===== src/rtl/clkdiv_ctrl_pkg.sv =====
// Shared types and constants for the runtime-programmable clock divider.
package clkdiv_ctrl_pkg;

  localparam int DIV_W   = 8;
  localparam int MIN_DIV = 2;

  typedef logic [DIV_W-1:0] div_t;

  typedef enum logic [1:0] {
    IDLE  = 2'd0,
    RUN   = 2'd1,
    DRAIN = 2'd2
  } state_e;

endpackage


===== src/rtl/clkdiv_ctrl_core.sv =====
// Period counter with registered clk_out/tick; runs while 'run' is high and
// reports the last cycle of each period on 'wrap'.
module clkdiv_core #(
  parameter int DIV_W = 8
) (
  input  logic             clk,
  input  logic             rst,
  input  logic             run,
  input  logic [DIV_W-1:0] div,
  output logic             wrap,
  output logic             clk_out,
  output logic             tick
);

  logic [DIV_W-1:0] cnt;
  logic [DIV_W-1:0] cnt_next;
  logic             active;

  always_comb begin
    wrap     = active && (cnt == div - DIV_W'(1));
    cnt_next = '0;
    if (run && active && !wrap) cnt_next = cnt + DIV_W'(1);
  end

  // A new div only ever lands with cnt_next==0, where clk_out is high for any legal ratio.
  always_ff @(posedge clk or posedge rst) begin
    if (rst) begin
      active  <= 1'b0;
      cnt     <= '0;
      clk_out <= 1'b0;
      tick    <= 1'b0;
    end else begin
      active  <= run;
      cnt     <= cnt_next;
      clk_out <= run && (cnt_next < (div >> 1));
      tick    <= run && (cnt_next == '0);
    end
  end

endmodule


===== src/rtl/clkdiv_ctrl.sv =====
// Clock-divider controller: start/stop FSM, glitch-free ratio updates via a
// shadow register. Optional completed-period counter: CLKDIV_CTRL_PERIOD_CNT_EN.
//
// state | meaning
// IDLE  | divider stopped, clk_out low, ratio writes apply immediately
// RUN   | divider running, en high
// DRAIN | en dropped, finishing the current period before stopping
module clkdiv_ctrl #(
  parameter int DIV_W   = 8,
  parameter int DEF_DIV = 4
) (
  input  logic             clk,
  input  logic             rst,
  input  logic             en,
  input  logic             cfg_valid,
  input  logic [DIV_W-1:0] cfg_div,
  output logic             cfg_ready,
  output logic             cfg_err,
  output logic             clk_out,
  output logic             tick,
  output logic             busy,
  output logic [DIV_W-1:0] cur_div,
  output logic [15:0]      per_cnt
);

  import clkdiv_ctrl_pkg::*;

  state_e           state;
  state_e           state_next;
  logic             wrap;
  logic             xfer;
  logic             legal;
  logic             shadow_vld;
  logic [DIV_W-1:0] shadow;
  logic             div_wr;
  logic [DIV_W-1:0] div_new;
  logic             to_shadow;

  assign xfer      = cfg_valid && cfg_ready;
  assign legal     = cfg_div >= DIV_W'(MIN_DIV);
  assign to_shadow = xfer && legal && (state != IDLE) && !wrap;

  // en high always keeps the divider going, even on the last cycle of a drain.
  always_comb begin
    state_next = state;
    case (state)
      IDLE:    if (en) state_next = RUN;
      RUN:     if (!en) state_next = wrap ? IDLE : DRAIN;
      DRAIN:   if (en) state_next = RUN;
               else if (wrap) state_next = IDLE;
      default: state_next = IDLE;
    endcase
  end

  always_comb begin
    div_wr  = 1'b0;
    div_new = shadow;
    if (wrap && shadow_vld) begin
      div_wr = 1'b1;
    end else if (xfer && legal && ((state == IDLE) || wrap)) begin
      div_wr  = 1'b1;
      div_new = cfg_div;
    end
  end

  always_ff @(posedge clk or posedge rst) begin
    if (rst) begin
      state      <= IDLE;
      busy       <= 1'b0;
      cfg_err    <= 1'b0;
      cfg_ready  <= 1'b1;
      cur_div    <= DIV_W'(DEF_DIV);
      shadow     <= '0;
      shadow_vld <= 1'b0;
    end else begin
      state   <= state_next;
      busy    <= (state_next != IDLE);
      cfg_err <= xfer && !legal;
      if (div_wr) cur_div <= div_new;
      if (to_shadow) begin
        shadow     <= cfg_div;
        shadow_vld <= 1'b1;
        cfg_ready  <= 1'b0;
      end else if (wrap) begin
        shadow_vld <= 1'b0;
        cfg_ready  <= 1'b1;
      end
    end
  end

  clkdiv_core #(
    .DIV_W(DIV_W)
  ) u_core (
    .clk    (clk),
    .rst    (rst),
    .run    (state_next != IDLE),
    .div    (cur_div),
    .wrap   (wrap),
    .clk_out(clk_out),
    .tick   (tick)
  );

`ifdef CLKDIV_CTRL_PERIOD_CNT_EN
  logic [15:0] per_cnt_q;

  always_ff @(posedge clk or posedge rst) begin
    if (rst) begin
      per_cnt_q <= '0;
    end else if (div_wr) begin
      per_cnt_q <= '0;
    end else if (wrap && (per_cnt_q != 16'hFFFF)) begin
      per_cnt_q <= per_cnt_q + 16'd1;
    end
  end

  assign per_cnt = per_cnt_q;
`else
  assign per_cnt = '0;
`endif

endmodule


===== config.mk =====
export PLATFORM = sky130hd
export DESIGN_NAME = clkdiv_ctrl
export DESIGN_NICKNAME = d
export VERILOG_FILES = /design/src/rtl/clkdiv_ctrl_pkg.sv /design/src/rtl/clkdiv_ctrl_core.sv /design/src/rtl/clkdiv_ctrl.sv
export SDC_FILE = /design/constraint.sdc
export NUM_CORES = 1
export LEC_CHECK = 0
export ABC_AREA = 1
export BUFFER_PORTS_ARGS = -buffer_cell sky130_fd_sc_hd__buf_2
export CORE_MARGIN = 2
export CORE_UTILIZATION = 60
export DETAILED_ROUTE_END_ITERATION = 8
export PLACE_DENSITY_LB_ADDON = 0.15
export SETUP_SLACK_MARGIN = 0.05
export SYNTH_ARGS = -nofsm -noshare
export SYNTH_HDL_FRONTEND = slang
export SYNTH_HIERARCHICAL = 1
export SYNTH_SLANG_ARGS = --single-unit

===== constraint.sdc =====
create_clock -name clk -period 9.5 [get_ports clk]
set_input_delay 1.425 -clock clk [delete_from_list [all_inputs] [get_ports clk]]
set_output_delay 1.425 -clock clk [all_outputs]
set_load 0.005 [all_outputs]

* After elaboration in Yosys (flattened, before gate mapping) *
Index checks and enable logic that the tools add are counted.

operators by class
  magnitude comparators = 2
  reductions and logical operators = 20
  muxes and demuxes = 15
  add/subtract/negate cells = 2
  equal/unequal tests = 3

operators by type and width
  kind                                                                                  count
  8-bit two-way mux                                                                     3
  1-bit logical AND                                                                     12
  2-bit two-way mux                                                                     5
  8-bit by 1-bit adder with 8-bit output (second input constant)                        1
  8-bit equality test                                                                   1
  8-bit by 2-bit greater-or-equal comparator with 1-bit output (second input constant)  1
  8-bit logical NOT                                                                     1
  8-bit by 7-bit less-than comparator with 1-bit output                                 1
  8-bit by 1-bit subtractor with 8-bit output (second input constant)                   1
  1-bit two-way mux                                                                     6
  2-bit one-hot mux with 3 select lines                                                 1
  2-bit nonzero test                                                                    3
  2-bit by 1-bit equality test with 1-bit output (second input constant)                1
  2-bit equality test (second input constant)                                           1
  1-bit logical NOT                                                                     2
  2-bit logical NOT                                                                     1
  1-bit logical OR                                                                      1

word-level totals
  register bits = 32
  input port bits = 12
  output and inout bits = 29
  logic and storage cells = 52

* Depth between registers and ports, before layout *
Gate-level depths: netlist of the first run.

  depth in word-level cells = 12
  gate-level depth with buffers = 26
  depth with buffers taken out = 25

* By module *
Netlist of the first run, hierarchy kept.

modules (own cells, without submodules)
  module       seq. area each (um^2)  area an instance (um^2)  times used  cells an instance
  clkdiv_ctrl  553.0                  1182.4                   1           134
  clkdiv_core  275.3                  1022.2                   1           160

* Least setup slack after synthesis of the first run *
Ideal clock, no wire load.

  path kind = reg2reg
  from = reg cur_div[0]
  to = reg u_core.clk_out
  setup time = 0.077 ns
  cell stages (with the launch flop) = 23
  period minus slack after synthesis = 3.016 ns
  arrival time = 2.938 ns
  slack = 6.484 ns
  path through = dfrtp_1 inv_2 ha_1 xnor2_1 nor2_1 nand3_1 nor2_1 nand3_2 inv_1 nor2_2 inv_2 buf_2 a21oi_1 nand2_1 inv_1 nand2_4 inv_4 nand2_1 nor2_1 ha_1 nand2_1 nor2_1 a21oi_1

on the way
  cells in the longest elaborated chain, start to end = 12
  elaborated cells between the ends (all ways) = 15

ends and longest elaborated chain
  element                                                    line                                  text
  start: declaration                                         clkdiv_ctrl.sv:22                     output logic [DIV_W-1:0] cur_div,
  start signal: assignment                                   clkdiv_ctrl.sv:72                     cur_div <= DIV_W'(DEF_DIV);
  start signal: assignment                                   clkdiv_ctrl.sv:79                     if (div_wr) cur_div <= div_new;
  8-bit by 1-bit subtractor with 8-bit output (*)            clkdiv_ctrl_core.sv:20                wrap = active && (cnt == div - DIV_W'(1));
  8-bit equality test (*)                                    clkdiv_ctrl_core.sv:20
  1-bit logical AND (*)                                      clkdiv_ctrl_core.sv:20
  net wrap                                                   clkdiv_ctrl.sv:30                     logic wrap;
  2-bit two-way mux (on tied branches)                       clkdiv_ctrl.sv:50, clkdiv_ctrl.sv:48
  2-bit two-way mux (on tied branches)                       clkdiv_ctrl.sv:49, clkdiv_ctrl.sv:48
  2-bit one-hot mux with 3 select lines                      clkdiv_ctrl.sv:46                     case (state)
  2-bit nonzero test                                         clkdiv_ctrl.sv:96                     .run (state_next != IDLE),
  1-bit logical AND                                          clkdiv_ctrl_core.sv:22                if (run && active && !wrap) cnt_next = cnt + DIV_W'(1);
  1-bit logical AND (*)                                      clkdiv_ctrl_core.sv:22
  8-bit two-way mux (*)                                      clkdiv_ctrl_core.sv:22
  net u_core.cnt_next[4]                                     clkdiv_ctrl_core.sv:16                logic [DIV_W-1:0] cnt_next;
  8-bit by 7-bit less-than comparator with 1-bit output (*)  clkdiv_ctrl_core.sv:35                clk_out <= run && (cnt_next < (div >> 1));
  1-bit logical AND (*)                                      clkdiv_ctrl_core.sv:35
  end signal: assignment                                     clkdiv_ctrl_core.sv:35
  end: declaration                                           clkdiv_ctrl_core.sv:11                output logic clk_out,

Mark *: on every way through the listed nets, which the timed path passes. The rest lies on a longest branch.
A chain may end at the register's enable or synchronous reset.

* Final worst setup path of the first run *
Same ends and word-level chain as after synthesis.

==> qor.tcl, run 1 <==
set qor(post-route-drc-count) 0
set qor(tns_ns) 0
set qor(worst_hold_path_type) {reg -> reg}
set qor(layout_area_growth_over_synthesis_pct) 7.265
set qor(ctsHtreeMaxLevel) 2
set qor(power.net_switching_uw) 81.49
set qor(synth_xor_area_share_pct) 1.986
set qor(wl_met2_mm) 2.130
set qor(pwr-share-clk_pct) 35.1
set qor(timing_worst_setup_path_type) {reg -> reg}
set qor(cts.sinks) 33
set qor(combinationalPowerShare_pct) 13.3
set qor(synth_fa_ha_area_share_pct) 4.540
set qor(number_of_hold_violations_in_the_final_report) 0
set qor(cap_violations) 0
set qor(initial_core_utilization_pct) 61.14
set qor(gr-usage-all-layers_pct) 22.33
set qor(fraction_of_registers_with_async_set_or_reset_after_synthesis_pct) 100.0
set qor(coreArea_sq_mm) 0.003606
set qor(grt_overflow) 0
set qor(io_buffer_count) 24
set qor(status) {finished, final reports clean}
set qor(synth.top_cell.area_share_pct) 35.19
set qor(highest_routing_layer_actually_used) {met4}
set qor(pre_cts_slack_ns) 6.154
set qor(finalWorstSetupSlack_ns) 6.134
set qor(powerDensity_mw_per_mm2) 124.0
set qor(critical_path.endpoint_type) {flip-flop}
set qor(placer_congestion) 0.9064
set qor(drv_slew) 0
set qor(cts_tree) {yes}
set qor(post_drt_via_cell_ratio) 4.805
set qor(post_cts.resized_instances) 0
set qor(setup.reg_to_reg.worst_slack_ns) 6.13
set qor(yosys.cell_types.count) 30
set qor(share_of_final_layout_standard_cells_stronger_than_drive_strength_1_pct) 20.25
set qor(cts.reportedPaths.clkPinSlew_ns) 0.07
set qor(max_clock_freq_mhz) 297.1
set qor(critical_path.max_fanout) 11
set qor(vdd_drop_max_v) 0.00008391
set qor(post_synth.cell_area_avg_sq_um) 7.499
set qor(synthesis.instances) 294
set qor(wl_per_cell_um) 11.33
set qor(fin_worst_skew_ns) 0.002943
set qor(detailedRoute.firstPassIterationCount) 5
set qor(detail-route-antenna-nets) 0
set qor(synth_common_cells) {sky130_fd_sc_hd__nand2_1, sky130_fd_sc_hd__inv_1, sky130_fd_sc_hd__nor2_1, sky130_fd_sc_hd__nand3_1, sky130_fd_sc_hd__dfrtp_1}
set qor(synth_top_family_by_area) {simple AND/OR/NAND/NOR gates}
set qor(met3_wirelength_um) 135
set qor(worst_slew_pin_slew_ns) 0.7943
set qor(mappedNetlistArea_sq_mm) 0.002205
set qor(max_slew_margin_pct) 46.99
set qor(synth_edf_count) 0
set qor(cp_data_arrival_time_ns) 3.57
set qor(clock_latency_ns) 0.28
set qor(vias_in_the_first_global_route) 1576
set qor(power.static_leakage_nw) 1.306
set qor(post-synth-top-area-cell) {sky130_fd_sc_hd__dfrtp_1}
set qor(fp.dieW_um) 64.62
set qor(grt_antenna_before_repair) 0
set qor(basic_gate_share_of_the_synthesized_area_counting_and_or_nand_and_nor_cells_pct) 34.73
set qor(layout.nets) 340
set qor(register_area_sq_um) 828.3
set qor(timing.final.setup_violations) 0
set qor(floorplan.die_area_sq_mm) 0.004175
set qor(die_height_um) 64.62
set qor(post_synthesis_compound_gate_area_fraction_pct) 5.221
set qor(cts_bufs_inserted) 5
set qor(cts_hold_buffers) 0
set qor(cts_root_buf) {sky130_fd_sc_hd__clkbuf_8}
set qor(hold_ws_ns) 0.4840
set qor(finalWorstPathRequiredPeriod_ns) 3.366
set qor(synth.ff_latch_count) 33
set qor(wl_met1_mm) 1.863
set qor(largest_net_degree_at_the_start_of_global_routing) 23
set qor(mux_share_of_post_synthesis_cell_area_pct) 0
set qor(ioPinCount) 41
set qor(sequentialPowerShare_pct) 51.6
set qor(detailedPlacementHpwl_mm) 3.322
set qor(wire_length_of_the_first_global_routing_pass_mm) 7.100
set qor(setup_repair_after_global_routing_missed_its_margin) {false}
set qor(synth_top_cells_by_area) {sky130_fd_sc_hd__dfrtp_1, sky130_fd_sc_hd__nand2_1, sky130_fd_sc_hd__nand3_1}
set qor(crit_start_category) {flip-flop}
set qor(switching_share_pct) 27.79
set qor(final_cycle_utilization_of_the_critical_path_pct) 35.43
set qor(cts_setup_buffers) 0
set qor(final.fill_count) 337
set qor(drt_iter0_drc) 80
set qor(post_synth_top_flop) {sky130_fd_sc_hd__dfrtp_1}
set qor(antenna-diode-count) 0
set qor(yosys.cell_count.top_type) {sky130_fd_sc_hd__nand2_1}
set qor(ys_warn_count) 6
set qor(yosysSeqAreaShare_pct) 37.57
set qor(cts_buffer_depth) 2
set qor(internal-power_uw) 211.8
set qor(finalWirelength_mm) 4.182
set qor(floorplan.rows) 22
set qor(utilization_pct) 65.58
set qor(multi_input_gate_area_sq_mm) 0.001085
set qor(dr_total_vias) 1773
set qor(timing.critical_path.required_ns) 9.71
-- area by class of cell --
| cell class | instances | area share, % |
|---|---|---|
| timing repair buffer | 24 | 5.079 |
| multi-input combinational | 207 | 45.87 |
| tap | 48 | 2.540 |
| sequential | 33 | 35.03 |
| clock inverter | 2 | 0.4233 |
| clock buffer | 6 | 3.069 |
| inverter | 49 | 7.989 |
-- power by group through the flow --
stage | combinational, mW | sequential [mW] | clock [mW]
2_1_floorplan | 0.0335 | 0.154 | 0
3_3_place_gp | 0.0392 | 0.154 | 0
3_5_place_dp | 0.0390 | 0.154 | 0
4_1_cts | 0.0392 | 0.151 | 0.106
5_1_grt | 0.0456 | 0.152 | 0.114
6_report | 0.0389 | 0.151 | 0.103
-- layer usage --
layer	vias up	track usage (%)
met5	-	0
met4	0	4.787
met3	9	5.729
met2	38	40.76
met1	784	26.37
li1	942	-
-- flip-flops by register name (all words and copies together), names as in the netlist --
register	cells
u_core/clk_out	1
u_core/cnt	8
shadow_vld	1
busy	1
cfg_ready	1
u_core/active	1
cfg_err	1
state	2
u_core/tick	1
shadow	8
cur_div	8
-- cell families (layout without fill, tap and decap cells) --
group | Yosys count | after routing
AOI/OAI and AO/OA | 17 | 17
xor gates and xnor gates | 5 | 5
adders and majority gates | 8 | 8
buffers and inverters | 69 | 81
DFF | 33 | 33
other | 1 | 16
and+or+nand+nor | 161 | 161
-- worst paths after layout --
kind | start | end | cells after the start
worst max-delay path | cur_div[0]$_DFFE_PP0P_ | u_core/clk_out$_DFF_PP0_ | 21
worst min-delay path | shadow[3]$_DFFE_PP0P_ | shadow[3]$_DFFE_PP0P_ | 2
worst max register to register | cur_div[0]$_DFFE_PP0P_ | u_core/clk_out$_DFF_PP0_ | 21
worst min register to register | shadow[3]$_DFFE_PP0P_ | shadow[3]$_DFFE_PP0P_ | 2
max in group asynchronous | rst | cur_div[5]$_DFFE_PP0P_ | 2
min in group asynchronous | rst | u_core/active$_DFF_PP0_ | 2
-- critical path, cell delays in order (launching register included) --
cell and delay (ns):
sky130_fd_sc_hd__dfrtp_1 0.46, sky130_fd_sc_hd__inv_2 0.09, sky130_fd_sc_hd__ha_1 0.32, sky130_fd_sc_hd__xnor2_1 0.16, sky130_fd_sc_hd__nor2_1 0.06, sky130_fd_sc_hd__nand3_1 0.07
sky130_fd_sc_hd__nor2_1 0.05, sky130_fd_sc_hd__nand3_2 0.11, sky130_fd_sc_hd__inv_1 0.12, sky130_fd_sc_hd__nor2_2 0.20, sky130_fd_sc_hd__inv_2 0.14, sky130_fd_sc_hd__a21oi_1 0.34
sky130_fd_sc_hd__nand2_1 0.10, sky130_fd_sc_hd__inv_1 0.12, sky130_fd_sc_hd__nand2_4 0.08, sky130_fd_sc_hd__inv_4 0.09, sky130_fd_sc_hd__nand2_1 0.05, sky130_fd_sc_hd__nor2_1 0.21
sky130_fd_sc_hd__ha_1 0.28, sky130_fd_sc_hd__nand2_1 0.06, sky130_fd_sc_hd__nor2_1 0.04, sky130_fd_sc_hd__a21oi_1 0.13
-- per-stage QoR --
| stage | cells | instance area [sq um] | power, mW |
|---|---|---|---|
| after floorplan | 309 | 2261 | 0.1870 |
| after global placement | 361 | 2282 | 0.1932 |
| after detailed placement | 361 | 2282 | 0.1931 |
| after CTS | 369 | 2365 | 0.2965 |
| after global routing | 369 | 2365 | 0.3116 |
| final | 369 | 2365 | 0.2932 |
-- layout by cell type (no fill, tap or decap), types with 3 or more instances in the layout --
| cell | count |
|---|---|
| sky130_fd_sc_hd__nand2_1 | 69 |
| sky130_fd_sc_hd__nor2_1 | 34 |
| sky130_fd_sc_hd__o21ai_1 | 4 |
| sky130_fd_sc_hd__nor2_2 | 5 |
| sky130_fd_sc_hd__nand4_1 | 10 |
| sky130_fd_sc_hd__xor2_1 | 3 |
| sky130_fd_sc_hd__ha_1 | 8 |
| sky130_fd_sc_hd__clkbuf_8 | 5 |
| sky130_fd_sc_hd__o21ai_2 | 8 |
| sky130_fd_sc_hd__dfrtp_1 | 31 |
| sky130_fd_sc_hd__nand3_1 | 32 |
| sky130_fd_sc_hd__buf_2 | 24 |
| sky130_fd_sc_hd__conb_1 | 16 |
| sky130_fd_sc_hd__a21oi_1 | 3 |
| sky130_fd_sc_hd__inv_2 | 9 |
| sky130_fd_sc_hd__inv_1 | 38 |
No activity file was read; power rests on OpenSTA's default activity.
==> inputs of run 2 (changes only) <==
Settings changed: CORE_UTILIZATION 60 to 56.
Clock period 9.5 ns to 3.15 ns, I/O delays scaled along.
==> run 2 against run 1 <==
  * Hold slack lost 0.30 ns
  * Sequential power grew to 3.0 times the previous value
  * Non-clock buffer count grew 6
  * Count of clock-buffer cells in the layout is the same
  * Clock skew grew 0.0025 ns
  * Die area grew 6.7%
  * Global-route usage grew 1.8 points
  * Sequential share of layout area shrank 1.4 points
  * Wire length grew 11%
  * Combinational power grew to 3.4 times the previous value
  * Via count grew 7.0%
  * First-iteration DRC count grew 80%
  * Highest routed layer unchanged
==> qor.tcl, run 2 (synthesis results as in run 1) <==
set qor(io_buffer_count) 24 ;# unchanged
set qor(clock_latency_ns) 0.29 ;# about the same
set qor(layout_common_cells) {sky130_fd_sc_hd__nand2_1, sky130_fd_sc_hd__inv_1, sky130_fd_sc_hd__nor2_1, sky130_fd_sc_hd__nand3_1, sky130_fd_sc_hd__dfrtp_1}
set qor(coreArea_sq_mm) 0.003716 ;# +3.1%
set qor(worst_slew_pin_slew_ns) 0.8135 ;# +0.01923 ns
set qor(die_height_um) 66.75 ;# +3.3%
set qor(grt_antenna_before_repair) 0 ;# unchanged
set qor(layout_commonest_cell) {sky130_fd_sc_hd__nand2_1}
set qor(tns_ns) 0 ;# unchanged
set qor(pre_cts_slack_ns) 0.1986 ;# -5.955 ns
set qor(hold_ws_ns) 0.1838 ;# -0.3001 ns
set qor(gr-usage-all-layers_pct) 24.14 ;# +1.8 points
set qor(timing.critical_path.slowest_cell_delay_ns) 0.42 ;# -0.04 ns
set qor(finalWorstSetupSlack_ns) 0.3035 ;# -5.831 ns
set qor(max_clock_freq_mhz) 351.3 ;# +18%
set qor(floorplan.rows) 22 ;# unchanged
set qor(critical_path.endpoint_type) {flip-flop}
set qor(cp_data_arrival_time_ns) 3.06 ;# -0.51 ns
set qor(stdcell_count) 375 ;# +1.6%
set qor(detail-route-antenna-nets) 0 ;# unchanged
set qor(max_slew_margin_pct) 45.71 ;# -1.3 points
set qor(biggestRegsByFlops) {cur_div: 8 flops, shadow: 8 flops, u_core/cnt: 8 flops}
set qor(placer_congestion) 0.9286 ;# +2.4%
set qor(drt_iter0_drc) 144 ;# +80%
set qor(post_drt_via_cell_ratio) 5.059 ;# +5.3%
set qor(vias_in_the_first_global_route) 1772 ;# +12%
set qor(crit_top_cell) {sky130_fd_sc_hd__nand2_1}
set qor(cts_buffer_depth) 2 ;# unchanged
set qor(finalWorstPathRequiredPeriod_ns) 2.846 ;# -0.5191 ns
set qor(vdd_drop_max_v) 0.0002680 ;# +220%
set qor(cts_tree) {yes}
set qor(wire_length_of_the_first_global_routing_pass_mm) 8.004 ;# +13%
set qor(cts_bufs_inserted) 5 ;# unchanged
set qor(ioPinCount) 41 ;# unchanged
set qor(postPlaceCellArea_sq_mm) 0.002312 ;# +1.3%
set qor(finalWirelength_mm) 4.639 ;# +11%
set qor(wl_per_cell_um) 12.37 ;# +9.2%
set qor(cap_violations) 0 ;# unchanged
set qor(critical_path.max_fanout) 5 ;# -6
set qor(cp_slowest_cell) {sky130_fd_sc_hd__dfrtp_1}
set qor(timing_worst_setup_path_type) {reg -> reg}
set qor(worst_hold_path_type) {in -> async}
set qor(setup.reg_to_reg.worst_slack_ns) 0.30 ;# -5.83 ns
set qor(antenna-diode-count) 0 ;# unchanged
set qor(cts_hold_buffers) 0 ;# unchanged
set qor(timing.critical_path.required_ns) 3.37 ;# -6.34 ns
set qor(final_cycle_utilization_of_the_critical_path_pct) 90.36 ;# +55 points
set qor(power.static_leakage_nw) 1.341 ;# +2.7%
set qor(placed_cells) 365 ;# +1.1%
set qor(worst-path-buf-inv) 6 ;# +1
set qor(crit_start_category) {flip-flop}
set qor(critical_path.cell_chain) {inv_1 > ha_2 > xnor2_1 > nor2_1 > nand3_1 > nor2_1 > nand3_2 > inv_2 > nor2_4 > inv_2 > a21oi_2 > nand2_1 > inv_2 > nand2_4 > inv_4 > nand2_1 > inv_1 > ha_1 > nand2_1 > nand2_1 > nand2_1 > nand2_1 > a21oi_2}
set qor(powerDensity_mw_per_mm2) 409.8 ;# +230%
set qor(layout_area_growth_over_synthesis_pct) 11.80
set qor(layout.nets) 346 ;# +1.8%
set qor(ctsHtreeMaxLevel) 2 ;# unchanged
set qor(detailedPlacementHpwl_mm) 3.415 ;# +2.8%
set qor(drv_slew) 0 ;# unchanged
set qor(post-route-cell-area_sq_mm) 0.002465 ;# +4.2%
set qor(dr_total_vias) 1897 ;# +7.0%
set qor(detailedRoute.firstPassIterationCount) 4 ;# -1
set qor(final.fill_count) 332 ;# -1.5%
set qor(cts.sinks) 33 ;# unchanged
set qor(utilization_pct) 66.33 ;# +0.75 points
set qor(initial_core_utilization_pct) 59.33 ;# -1.8 points
set qor(critical_path.top_delay_family) {simple AND/OR/NAND/NOR gates}
set qor(grt_overflow) 0 ;# unchanged
set qor(reg2reg_depth) 23 ;# +9.5%
set qor(fin_worst_skew_ns) 0.005444 ;# +0.002501 ns
set qor(cts_root_buf) {sky130_fd_sc_hd__clkbuf_8}
set qor(post-route-drc-count) 0 ;# unchanged
set qor(cts.reportedPaths.clkPinSlew_ns) 0.07 ;# about the same
set qor(fp.dieW_um) 66.75 ;# +3.3%
set qor(post_layout_power_mw) 1.010 ;# +240%
set qor(floorplan.die_area_sq_mm) 0.004455 ;# +6.7%
set qor(setup_repair_after_global_routing_missed_its_margin) {false}
set qor(share_of_final_layout_standard_cells_stronger_than_drive_strength_1_pct) 23.85 ;# +3.6 points
set qor(number_of_hold_violations_in_the_final_report) 0 ;# unchanged
set qor(status) {finished, final reports clean}
set qor(largest_net_degree_at_the_start_of_global_routing) 23 ;# unchanged
set qor(cp.depth) 23 ;# +9.5%
set qor(timing.final.setup_violations) 0 ;# unchanged
-- run 2: changes by cell type in the layout (fill, tap and decap cells not counted), sizes merged --
cell      previous run  this run
clkinv               2         0
buf                 24        30
clkinvlp             0         1
bufinv               0         1
-- run 2: final timing paths --
kind                                         from                        to
max                        cur_div[1]$_DFFE_PP0P_  u_core/clk_out$_DFF_PP0_
min                                           rst   u_core/active$_DFF_PP0_
max reg2reg                cur_div[1]$_DFFE_PP0P_  u_core/clk_out$_DFF_PP0_
min reg2reg                 shadow[6]$_DFFE_PP0P_     shadow[6]$_DFFE_PP0P_
max in group asynchronous                     rst    cur_div[7]$_DFFE_PP0P_
min in group clk                               en        state[1]$_DFF_PP0_
-- run 2: power by group --
group	internal, mW	total, mW	leakage (nW)	switching [mW]
Sequential	0.443	0.457	0.395	0.0133
Clock	0.257	0.421	0.0574	0.164
Combinational	0.0480	0.133	0.889	0.0845
-- run 2: final cells by class --
class	instances	area [sq um]	area share, %
sequential	33	828.3	33.60
inverter	49	188.9	7.665
timing repair buffer	30	165.2	6.701
tap	48	60.06	2.437
clock inverter	2	37.54	1.523
clock buffer	6	82.58	3.350
multi-input combinational	207	1102	44.72
-- run 2: routing by layer --
metal	share of wire (%)	global-route usage (%)
met5	0	0
met4	2.2	10.20
met3	7.4	6.419
met2	45	36.13
met1	45	32.87
-- run 2: worst reg2reg max path, stage by stage (launching register included) --
cell and delay [ns]:
sky130_fd_sc_hd__dfrtp_1 0.42, sky130_fd_sc_hd__inv_1 0.11, sky130_fd_sc_hd__ha_2 0.29, sky130_fd_sc_hd__xnor2_1 0.16, sky130_fd_sc_hd__nor2_1 0.06, sky130_fd_sc_hd__nand3_1 0.06, sky130_fd_sc_hd__nor2_1 0.05, sky130_fd_sc_hd__nand3_2 0.11
sky130_fd_sc_hd__inv_2 0.09, sky130_fd_sc_hd__nor2_4 0.15, sky130_fd_sc_hd__inv_2 0.06, sky130_fd_sc_hd__a21oi_2 0.13, sky130_fd_sc_hd__nand2_1 0.08, sky130_fd_sc_hd__inv_2 0.08, sky130_fd_sc_hd__nand2_4 0.07, sky130_fd_sc_hd__inv_4 0.10
sky130_fd_sc_hd__nand2_1 0.08, sky130_fd_sc_hd__inv_1 0.08, sky130_fd_sc_hd__ha_1 0.23, sky130_fd_sc_hd__nand2_1 0.08, sky130_fd_sc_hd__nand2_1 0.05, sky130_fd_sc_hd__nand2_1 0.05, sky130_fd_sc_hd__nand2_1 0.07, sky130_fd_sc_hd__a21oi_2 0.12
-- run 2: timing repair --
| action | CTS | global route |
|---|---|---|
| setup endpoints to repair | 0 | 1 |
| setup buffers | 0 | 2 |
| gates resized for setup | 0 | 7 |
| hold endpoints to repair | 0 | 0 |
